File: config.mk
export PLATFORM = sky130hd
export DESIGN_NAME = time_dmr_retry_buffer
export DESIGN_NICKNAME = d
export VERILOG_FILES = /design/src/rtl/time_dmr_retry_pkg.sv /design/src/rtl/time_dmr_retry_id_fifo.sv /design/src/rtl/time_dmr_retry_buffer.sv
export SDC_FILE = /design/constraint.sdc
export NUM_CORES = 1
export LEC_CHECK = 0
export BUFFER_PORTS_ARGS = -buffer_cell sky130_fd_sc_hd__buf_2
export CAP_MARGIN = 0
export CORE_UTILIZATION = 35
export CTS_CLUSTER_SIZE = 20
export DETAILED_ROUTE_END_ITERATION = 12
export PLACE_DENSITY = 0.61
export SYNTH_ARGS = -nofsm -noshare
export SYNTH_HDL_FRONTEND = slang
export SYNTH_HIERARCHICAL = 1
export SYNTH_SLANG_ARGS = --single-unit
File: constraint.sdc
create_clock -name clk_i -period 6.05 [get_ports clk_i]
set_clock_uncertainty 0.1 [all_clocks]
set_input_delay 0.605 -clock clk_i [delete_from_list [all_inputs] [get_ports clk_i]]
set_output_delay 0.605 -clock clk_i [all_outputs]
set_load 0.03 [all_outputs]
File: src/rtl/time_dmr_retry_pkg.sv
`default_nettype none
// ============================================================================
// Module      : time_dmr_retry_pkg
// Description : Shared types for the time-DMR retry buffer and its ID FIFO.
// Revision    : 1.0 - initial release
// ============================================================================
package time_dmr_retry_pkg;

    localparam int c_CNT_W = 8;

    typedef enum logic [1:0] {
        FREE     = 2'd0,
        INFLIGHT = 2'd1,
        QUEUED   = 2'd2
    } entry_state_e;

    typedef enum logic [1:0] {
        SRC_NONE  = 2'd0,
        SRC_NEW   = 2'd1,
        SRC_RETRY = 2'd2
    } src_e;

    function automatic logic [31:0] sat_inc32(input logic [31:0] v);
        return (v == 32'hFFFF_FFFF) ? v : v + 32'd1;
    endfunction

endpackage
`default_nettype wire

File: src/rtl/time_dmr_retry_id_fifo.sv
`default_nettype none
// ============================================================================
// Module      : time_dmr_retry_id_fifo
// Description : Circular FIFO of 2**ID_SIZE transaction IDs awaiting re-issue.
// Revision    : 1.0 - initial release
// ============================================================================
module time_dmr_retry_id_fifo #(
    parameter int ID_SIZE = 4
) (
    input  logic               clk_i,
    input  logic               rst_i,
    input  logic               push_i,
    input  logic [ID_SIZE-1:0] push_id_i,
    input  logic               pop_i,
    output logic [ID_SIZE-1:0] head_o,
    output logic               empty_o
);
    localparam int c_DEPTH = 2 ** ID_SIZE;

    logic [ID_SIZE-1:0] r_mem [c_DEPTH];
    logic [ID_SIZE-1:0] r_wr_ptr;
    logic [ID_SIZE-1:0] r_rd_ptr;
    logic [ID_SIZE:0]   r_count;

    always_ff @(posedge clk_i) begin
        if (push_i) begin
            r_mem[r_wr_ptr] <= push_id_i;
        end
    end

    always_ff @(posedge clk_i) begin
        if (rst_i) begin
            r_wr_ptr <= '0;
            r_rd_ptr <= '0;
            r_count  <= '0;
        end else begin
            if (push_i) begin
                r_wr_ptr <= r_wr_ptr + ID_SIZE'(1);
            end
            if (pop_i) begin
                r_rd_ptr <= r_rd_ptr + ID_SIZE'(1);
            end
            case ({push_i, pop_i})
                2'b10:   r_count <= r_count + (ID_SIZE+1)'(1);
                2'b01:   r_count <= r_count - (ID_SIZE+1)'(1);
                default: r_count <= r_count;
            endcase
        end
    end

    assign head_o  = r_mem[r_rd_ptr];
    assign empty_o = (r_count == '0);

endmodule
`default_nettype wire

File: src/rtl/time_dmr_retry_buffer.sv
`default_nettype none
// ============================================================================
// Module      : time_dmr_retry_buffer
// Description : Tags the stream with IDs, buffers in-flight items and re-issues
//               those the DMR end stage flags as mismatched.
//               Define TIME_DMR_RETRY_STATS_EN to add retry/spurious counters.
// Revision    : 1.0 - initial release
// ============================================================================
module time_dmr_retry_buffer
    import time_dmr_retry_pkg::*;
#(
    parameter type DATA_T      = logic [7:0],
    parameter int  ID_SIZE     = 4,
    parameter int  MAX_RETRIES = 3
) (
    input  logic               clk_i,
    input  logic               rst_i,
    input  DATA_T              data_i,
    input  logic               valid_i,
    output logic               ready_o,
    output DATA_T              data_o,
    output logic [ID_SIZE-1:0] id_o,
    output logic               valid_o,
    input  logic               ready_i,
    input  logic [ID_SIZE-1:0] fb_id_i,
    input  logic               fb_needs_retry_i,
    input  logic               fb_valid_i,
    output logic               fb_ready_o,
`ifdef TIME_DMR_RETRY_STATS_EN
    output logic [31:0]        retry_count_o,
    output logic [31:0]        spurious_fb_count_o,
`endif
    output logic               give_up_o
);
    localparam int                 c_NUM_IDS = 2 ** ID_SIZE;
    localparam logic [c_CNT_W-1:0] c_MAX     = c_CNT_W'(MAX_RETRIES);

    typedef struct packed {
        entry_state_e       state;
        DATA_T              data;
        logic [c_CNT_W-1:0] retry_cnt;
    } entry_t;

    entry_t             r_entry [c_NUM_IDS];
    logic [ID_SIZE-1:0] r_alloc_ptr;
    logic               r_lock;
    src_e               r_lock_src;
    logic               r_give_up;

    src_e               w_src;
    logic               w_fifo_empty;
    logic [ID_SIZE-1:0] w_head;
    logic               w_hs;
    logic               w_hs_new;
    logic               w_hs_retry;
    entry_t             w_fb_entry;
    logic               w_fb_act;
    logic               w_can_retry;
    logic               w_push;

    // A held handshake keeps its source so a late retry cannot swap the beat.
    always_comb begin
        w_src = SRC_NONE;
        if (r_lock) begin
            w_src = r_lock_src;
        end else if (!w_fifo_empty) begin
            w_src = SRC_RETRY;
        end else if (r_entry[r_alloc_ptr].state == FREE) begin
            w_src = SRC_NEW;
        end
    end

    always_comb begin
        valid_o = 1'b0;
        ready_o = 1'b0;
        data_o  = '0;
        id_o    = '0;
        if (!rst_i) begin
            case (w_src)
                SRC_RETRY: begin
                    data_o  = r_entry[w_head].data;
                    id_o    = w_head;
                    valid_o = 1'b1;
                end
                SRC_NEW: begin
                    data_o  = data_i;
                    id_o    = r_alloc_ptr;
                    valid_o = valid_i;
                    ready_o = ready_i;
                end
                default: ;
            endcase
        end
    end

    assign w_hs        = valid_o && ready_i;
    assign w_hs_new    = w_hs && (w_src == SRC_NEW);
    assign w_hs_retry  = w_hs && (w_src == SRC_RETRY);
    assign w_fb_entry  = r_entry[fb_id_i];
    assign w_fb_act    = fb_valid_i && (w_fb_entry.state == INFLIGHT);
    assign w_can_retry = (w_fb_entry.retry_cnt < c_MAX);
    assign w_push      = w_fb_act && fb_needs_retry_i && w_can_retry;
    assign fb_ready_o  = 1'b1;
    assign give_up_o   = r_give_up;

    always_ff @(posedge clk_i) begin
        if (rst_i) begin
            r_lock      <= 1'b0;
            r_lock_src  <= SRC_NONE;
            r_alloc_ptr <= '0;
            r_give_up   <= 1'b0;
        end else begin
            r_lock      <= valid_o && !ready_i;
            r_lock_src  <= w_src;
            r_give_up   <= w_fb_act && fb_needs_retry_i && !w_can_retry;
            if (w_hs_new) begin
                r_alloc_ptr <= r_alloc_ptr + ID_SIZE'(1);
            end
        end
    end

    // Handshake updates come last so they take precedence over feedback.
    always_ff @(posedge clk_i) begin
        if (rst_i) begin
            for (int i = 0; i < c_NUM_IDS; i++) begin
                r_entry[i] <= '0;
            end
        end else begin
            if (w_fb_act) begin
                if (w_push) begin
                    r_entry[fb_id_i].state     <= QUEUED;
                    r_entry[fb_id_i].retry_cnt <= w_fb_entry.retry_cnt + c_CNT_W'(1);
                end else begin
                    r_entry[fb_id_i].state <= FREE;
                end
            end
            if (w_hs_new) begin
                r_entry[r_alloc_ptr] <= '{state: INFLIGHT, data: data_i, retry_cnt: '0};
            end
            if (w_hs_retry) begin
                r_entry[w_head].state <= INFLIGHT;
            end
        end
    end

    time_dmr_retry_id_fifo #(
        .ID_SIZE (ID_SIZE)
    ) u_id_fifo (
        .clk_i     (clk_i),
        .rst_i     (rst_i),
        .push_i    (w_push),
        .push_id_i (fb_id_i),
        .pop_i     (w_hs_retry),
        .head_o    (w_head),
        .empty_o   (w_fifo_empty)
    );

`ifdef TIME_DMR_RETRY_STATS_EN
    logic [31:0] r_retry_count;
    logic [31:0] r_spurious_count;

    always_ff @(posedge clk_i) begin
        if (rst_i) begin
            r_retry_count    <= '0;
            r_spurious_count <= '0;
        end else begin
            if (w_push) begin
                r_retry_count <= sat_inc32(r_retry_count);
            end
            if (fb_valid_i && !w_fb_act) begin
                r_spurious_count <= sat_inc32(r_spurious_count);
            end
        end
    end

    assign retry_count_o       = r_retry_count;
    assign spurious_fb_count_o = r_spurious_count;
`endif

endmodule
`default_nettype wire

# Word level (Yosys, flattened, before mapping)
# Memory sizes are Yosys's and may differ from the RTL's. A register that Yosys moved wholly into a read port is not among the register bits.
# Index checks and enable logic that the tools add are counted.
[classes] add_sub_neg=6 n_lt_le_gt_ge=1 reduce_logical=16 eq_ne=5 bitwise=1 muxes=43
[op_table] cell="18-bit two-way mux" count=3
[op_table] cell="18-bit OR reduction" count=3
[op_table] cell="4-bit two-way mux" count=8
[op_table] cell="1-bit two-way mux" count=22
[op_table] cell="8-bit case mux with 2 select lines" count=1
[op_table] cell="4-bit by 1-bit adder with 4-bit output (second input constant)" count=3
[op_table] cell="5-bit case mux with 2 select lines" count=1
[op_table] cell="8-bit by 1-bit adder with 8-bit output (second input constant)" count=1
[op_table] cell="1-bit logical AND" count=8
[op_table] cell="8-bit by 2-bit less-than comparator with 1-bit output (second input constant)" count=1
[op_table] cell="2-bit two-way mux" count=4
[op_table] cell="8-bit two-way mux" count=1
[op_table] cell="4-bit case mux with 2 select lines" count=1
[op_table] cell="2-bit by 1-bit == test with 1-bit output (second input constant)" count=3
[op_table] cell="5-bit by 1-bit adder with 5-bit output (second input constant)" count=1
[op_table] cell="5-bit zero test" count=1
[op_table] cell="5-bit by 1-bit subtractor with 5-bit output (second input constant)" count=1
[op_table] cell="2-bit == test (second input constant)" count=2
[op_table] cell="3-bit two-way mux" count=1
[op_table] cell="1-bit zero test" count=2
[op_table] cell="2-bit zero test" count=1
[op_table] cell="1-bit case mux with 2 select lines" count=1
[op_table] cell="2-bit nonzero test" count=1
[op_table] cell="1-bit bitwise OR" count=1
[totals] wordCells=81 ram_bits=352 n_memories=2 out_inout_bits=16 in_bits=18 regBits=21
[memory_table] name="r_entry" words=16 width=18 rd=3 rd_ports_with_merged_regs=1 wr=16 line_no="time_dmr_retry_buffer.sv:44" rtl="entry_t r_entry [c_NUM_IDS];"
[memory_table] name="u_id_fifo.r_mem" words=16 width=4 rd=1 rd_ports_with_merged_regs=1 wr=1 line_no="time_dmr_retry_id_fifo.sv:20" rtl="logic [ID_SIZE-1:0] r_mem [c_DEPTH];"

# Longest topological paths before layout
[logic_depth] word_depth=15 ltp_mapped=22

# By module
# Netlist, hierarchy kept.
[modules_own_cells] module="time_dmr_retry_buffer" seq_area_each_um2=7287.0 instances=1 cells_per_inst=1207 area_per_inst_um2=13670.6
[modules_own_cells] module="time_dmr_retry_id_fifo" seq_area_each_um2=2262.2 instances=1 cells_per_inst=215 area_per_inst_um2=3460.8

# Worst setup path after synthesis
# No wires, ideal clock.
[synth_timing] kind="input port to flip-flop" from="input port fb_id_i[1]" to="register u_id_fifo.r_count[2]" setup_time_ps=71 arrival_ps=4939 path_buffers=7 path_stages=22 required_time_ps=5879 path_slack_ps=940 cell_sequence="buf_6 > buf_8 > buf_4 > buf_6 > buf_2 > mux4_2 > mux4_2 > ha_1 > a221oi_2 > o41ai_2 > nor2_1 > and4_1 > clkbuf_1 > inv_1 > ha_1 > buf_2 > xor2_1 > ha_1 > a21o_1 > xnor2_1 > or3_1 > a21oi_1"
[synth_between] elab_chain_len=7
[synth_rtl] item="start, declared" line_no="time_dmr_retry_buffer.sv:25" rtl="input logic [ID_SIZE-1:0] fb_id_i,"
[synth_rtl] item="memory 16 x 18 bit *"
[synth_rtl] item="branches (longest 3 deep; another with 8-bit by 2-bit less-than comparator with 1-bit output)"
[synth_rtl] item="1-bit logical AND *" line_no="time_dmr_retry_buffer.sv:102" rtl="assign w_push = w_fb_act && fb_needs_retry_i && w_can_retry;"
[synth_rtl] item="via w_push" line_no="time_dmr_retry_buffer.sv:59" rtl="logic w_push;"
[synth_rtl] item="2-bit by 1-bit == test with 1-bit output or 2-bit == test (tied branches)" line_no="time_dmr_retry_id_fifo.sv:43" rtl="case ({push_i, pop_i})"
[synth_rtl] item="5-bit case mux with 2 select lines or 2-bit nonzero test (tied branches)"
[synth_rtl] item="end signal, assigned" line_no="time_dmr_retry_id_fifo.sv:44" rtl="2'b10: r_count <= r_count + (ID_SIZE+1)'(1);"
[synth_rtl] item="end signal, assigned" line_no="time_dmr_retry_id_fifo.sv:45" rtl="2'b01: r_count <= r_count - (ID_SIZE+1)'(1);"
[synth_rtl] item="end signal, assigned" line_no="time_dmr_retry_id_fifo.sv:46" rtl="default: r_count <= r_count;"
[synth_rtl] item="end, declared" line_no="time_dmr_retry_id_fifo.sv:23" rtl="logic [ID_SIZE:0] r_count;"
# Mark *: on every way through the listed nets, which the timed path passes.
# A chain may end at the register's enable or synchronous reset.

==> impl_results.md <==
* Dominant cell type by area after synthesis: edfxtp_1
* Critical Path AT at about 4400 ps
* Setup_tns at 0 ps
* CP Cell Sequence: buf_4 > mux4_1 > a22oi_1 > nand2_1 > buf_12 > mux4_2 > mux4_2 > a22oi_1 > nor2_1 > buf_2
* CTS sink cnt at 381
* Mean Syn Cell Area at roughly 12 sq um
* HPWL after DPL at 29800 um
* Cell variety after synth at 68
* EDFF count, synth at roughly 190
* Bufs and invs on worst path at 3
* Htree depth at 2
* Clk root buf: clkbuf_16
* Die width at roughly 220 um
* Fin. Hold Viols at 0
* Hold slack at between 150 and 200 ps
* Slew Viols, Final at 0
* Worst hold path class: input pin to flip-flop
* Core area at about 48000 sq um
* Logic pwr share at between 6 and 7%
* Crit path max-delay family: multiplexers
* Fraction of registers with async set/reset at 0%
* Tcrit/Tclk final at about 84%
* Initial antenna violation count at 3
* CP max stage delay at between 600 and 700 ps
* Synth area leaders: edfxtp_1, dfxtp_1, and2_1
* Cell-internal power at about 4.2 mW
* PostCTS Resize Cnt at 0
* Post-CTS Hold Buffers at 0
* CTS tree: done
* Rel. slew slack at 26.9%
* Crit path kind: flip-flop to primary output
* Mapped Nets at 1453
* Sequential area share after synthesis at between 50% and 60%
* Final setup fails at 0
* Share of cells above drive strength 1 at between 10% and 20%
* Area of the multi-input gates at approximately 7000 sq um
* Post-synth top flop: edfxtp_1
* Placed inst area at 18000 sq um
* Clock network fraction of design power at between 40% and 50%
* Row count at 80
* Critical path peak fanout at 24
* Area grow syn2layout at 12.4%
* Setup Buffers After CTS at 0
* Worst-path clk slew at 60 ps
* Netlist Area Pre-Place at approximately 17000 sq um
* Sw Share at between 20% and 30%
* Post-DR wirelength/cell at ~20 um
* Clock latency on the worst-skew pair at 530 ps
* Num CTS Buffers at 40
* Synth warnings at 6
* Die Y at roughly 220 um
* Number of max-cap violations at 0
* NetSw at ~1.3 mW
* 1st-pass router iterations at 5
* Total number of vias at around 11000
* Leakage power at about 7.1 nW
* Min Tclk post-route at between 5000 and 6000 ps
* Seq. cell area at roughly 9500 sq um
* Total track usage at around 17%
* Tightest Pin Transition at approximately 1100 ps
* Filler cells at 4437
* Routability cong. at 0.892
* Final Util at approximately 40%
* Largest net degree at the start of global routing at 73
* First-pass GRT wire length at between 60000 and 70000 um
* Placed Cells at 2018
* Layout Nets at 1476
* Syn Inst Count at around 1400
* Cell area power density at between 200 and 300 nW/um^2
* Drt drc at 0
* Outcome: completed
* Grt ovf at 0
* IO buf count at 32
* Sequential cell fraction of total power at about 50%
* Total Power at ~5.5 mW
* Remaining antenna violation count after routing at 0
* Initial drt markers at about 870
* Fin cells at approximately 2100
* Design area at around 19000 sq um
* Final setup margin at between 900 and 1000 ps
* Effective utilization at floorplan at 35.7%
* Max rail drop VDD at between 150 and 200 uV
* Share of the synthesized area in the top cell type at around a third
* Post-Place Worst Slack at 727 ps
* Longest Clk Path Bufs at 3
* CP endpoint kind: primary output
* IO Count at 34
* CP max-delay cell: dfxtp_1
* Vias in the first global route at roughly 11000
* #FFs+latches synth at 381
* RSZ-0062 raised after global routing: no
* Maximum clock frequency at roughly 0.2 GHz
* Routed Wire Length at ~43000 um
* Via density at between 5 and 6
* Worst setup SP type: flip-flop
* Die area at about 50000 sq um
* Required time of the critical path at between 5000 and 6000 ps
[state kept, by name, summed over array words and instances (netlist names), named ones only]
name,cells
r_entry,288
u_id_fifo/r_mem,64
u_id_fifo/r_count,5
r_alloc_ptr,4
u_id_fifo/r_rd_ptr,4
u_id_fifo/r_wr_ptr,4
r_lock_src,2
give_up_o,1
r_lock,1
[layout make-up]
| type | count | share of cell area [%] |
|---|---|---|
| multi-input combinational | 916 | 36.6 |
| antenna | 2 | 0.0260 |
| timing repair buffer | 75 | 2.59 |
| clock buffer | 53 | 6.00 |
| sequential | 381 | 49.6 |
| tap | 615 | 4.00 |
| inverter | 31 | 0.604 |
| clock inverter | 19 | 0.643 |
[power groups by stage]
| stage | logic, mW | registers [mW] | clock network (mW) |
|---|---|---|---|
| 2_1_floorplan | 0.234 | 2.81 | 0 |
| 3_3_place_gp | 0.345 | 2.82 | 0 |
| 3_5_place_dp | 0.350 | 2.82 | 0 |
| 4_1_cts | 0.351 | 2.76 | 2.44 |
| 5_1_grt | 0.378 | 2.77 | 2.53 |
| 6_report | 0.350 | 2.76 | 2.39 |
[metal layers]
metal | up-vias | part of all wire (%) | track usage, %
met5 | - | 0 | 0
met4 | 0 | 2.7 | 5.72
met3 | 67 | 4.9 | 2.40
met2 | 320 | 46 | 27.5
met1 | 5489 | 46 | 24.2
li1 | 5212 | - | -
[synth_stat cells (14+ instances only)]
cell	n
o21ai_0	23
and2_1	242
dfxtp_1	189
mux2_2	29
clkbuf_1	65
a21oi_1	40
nand4_1	22
inv_1	29
mux4_1	17
nor2b_1	16
buf_2	14
nor2_1	113
nor3b_1	16
mux4_2	52
edfxtp_1	192
o311ai_0	14
nand3b_1	16
a22oi_1	23
nand2_1	46
mux2i_1	40
nor3_1	52
nand2b_1	22
nand3_1	19
[worst paths after layout]
check / from / end / slack (ps) / depth (start not counted)
setup reg to reg: flip-flop / r_entry[12][8] / 1110 / 13
hold reg to reg: r_entry[10][4] / r_entry[10][4] / 350 / 1
setup / recovery: flip-flop / data_o[5] / 940 / 10
hold / removal: ready_i / r_lock / 200 / 2
[cell usage in the layout, fill, tap and decap left out, types with 31 or more instances in the layout]
master	instances
and2_1	242
edfxtp_1	192
dfxtp_1	189
nor2_1	113
mux4_2	52
nor3_1	51
nand2_1	45
clkbuf_16	43
buf_4	43
a21oi_1	40
mux2i_1	40
buf_2	31
[cell families (layout without fill, tap and decap cells)]
logic type | count (synthesis) | after routing | share of synthesized area (%)
AOI/OAI and AO/OA | 132 | 132 | 5.21
xor gates and xnor gates | 12 | 12 | 0.613
adders and majority gates | 13 | 13 | 0.949
buffers and inverters | 125 | 178 | 3.20
DFF | 381 | 381 | 55.7
muxes | 141 | 141 | 13.9
other | 1 | 3 | 0.0219
and+or+nand+nor | 617 | 617 | 20.3
Note: power is estimated with default switching activity, not from simulation.
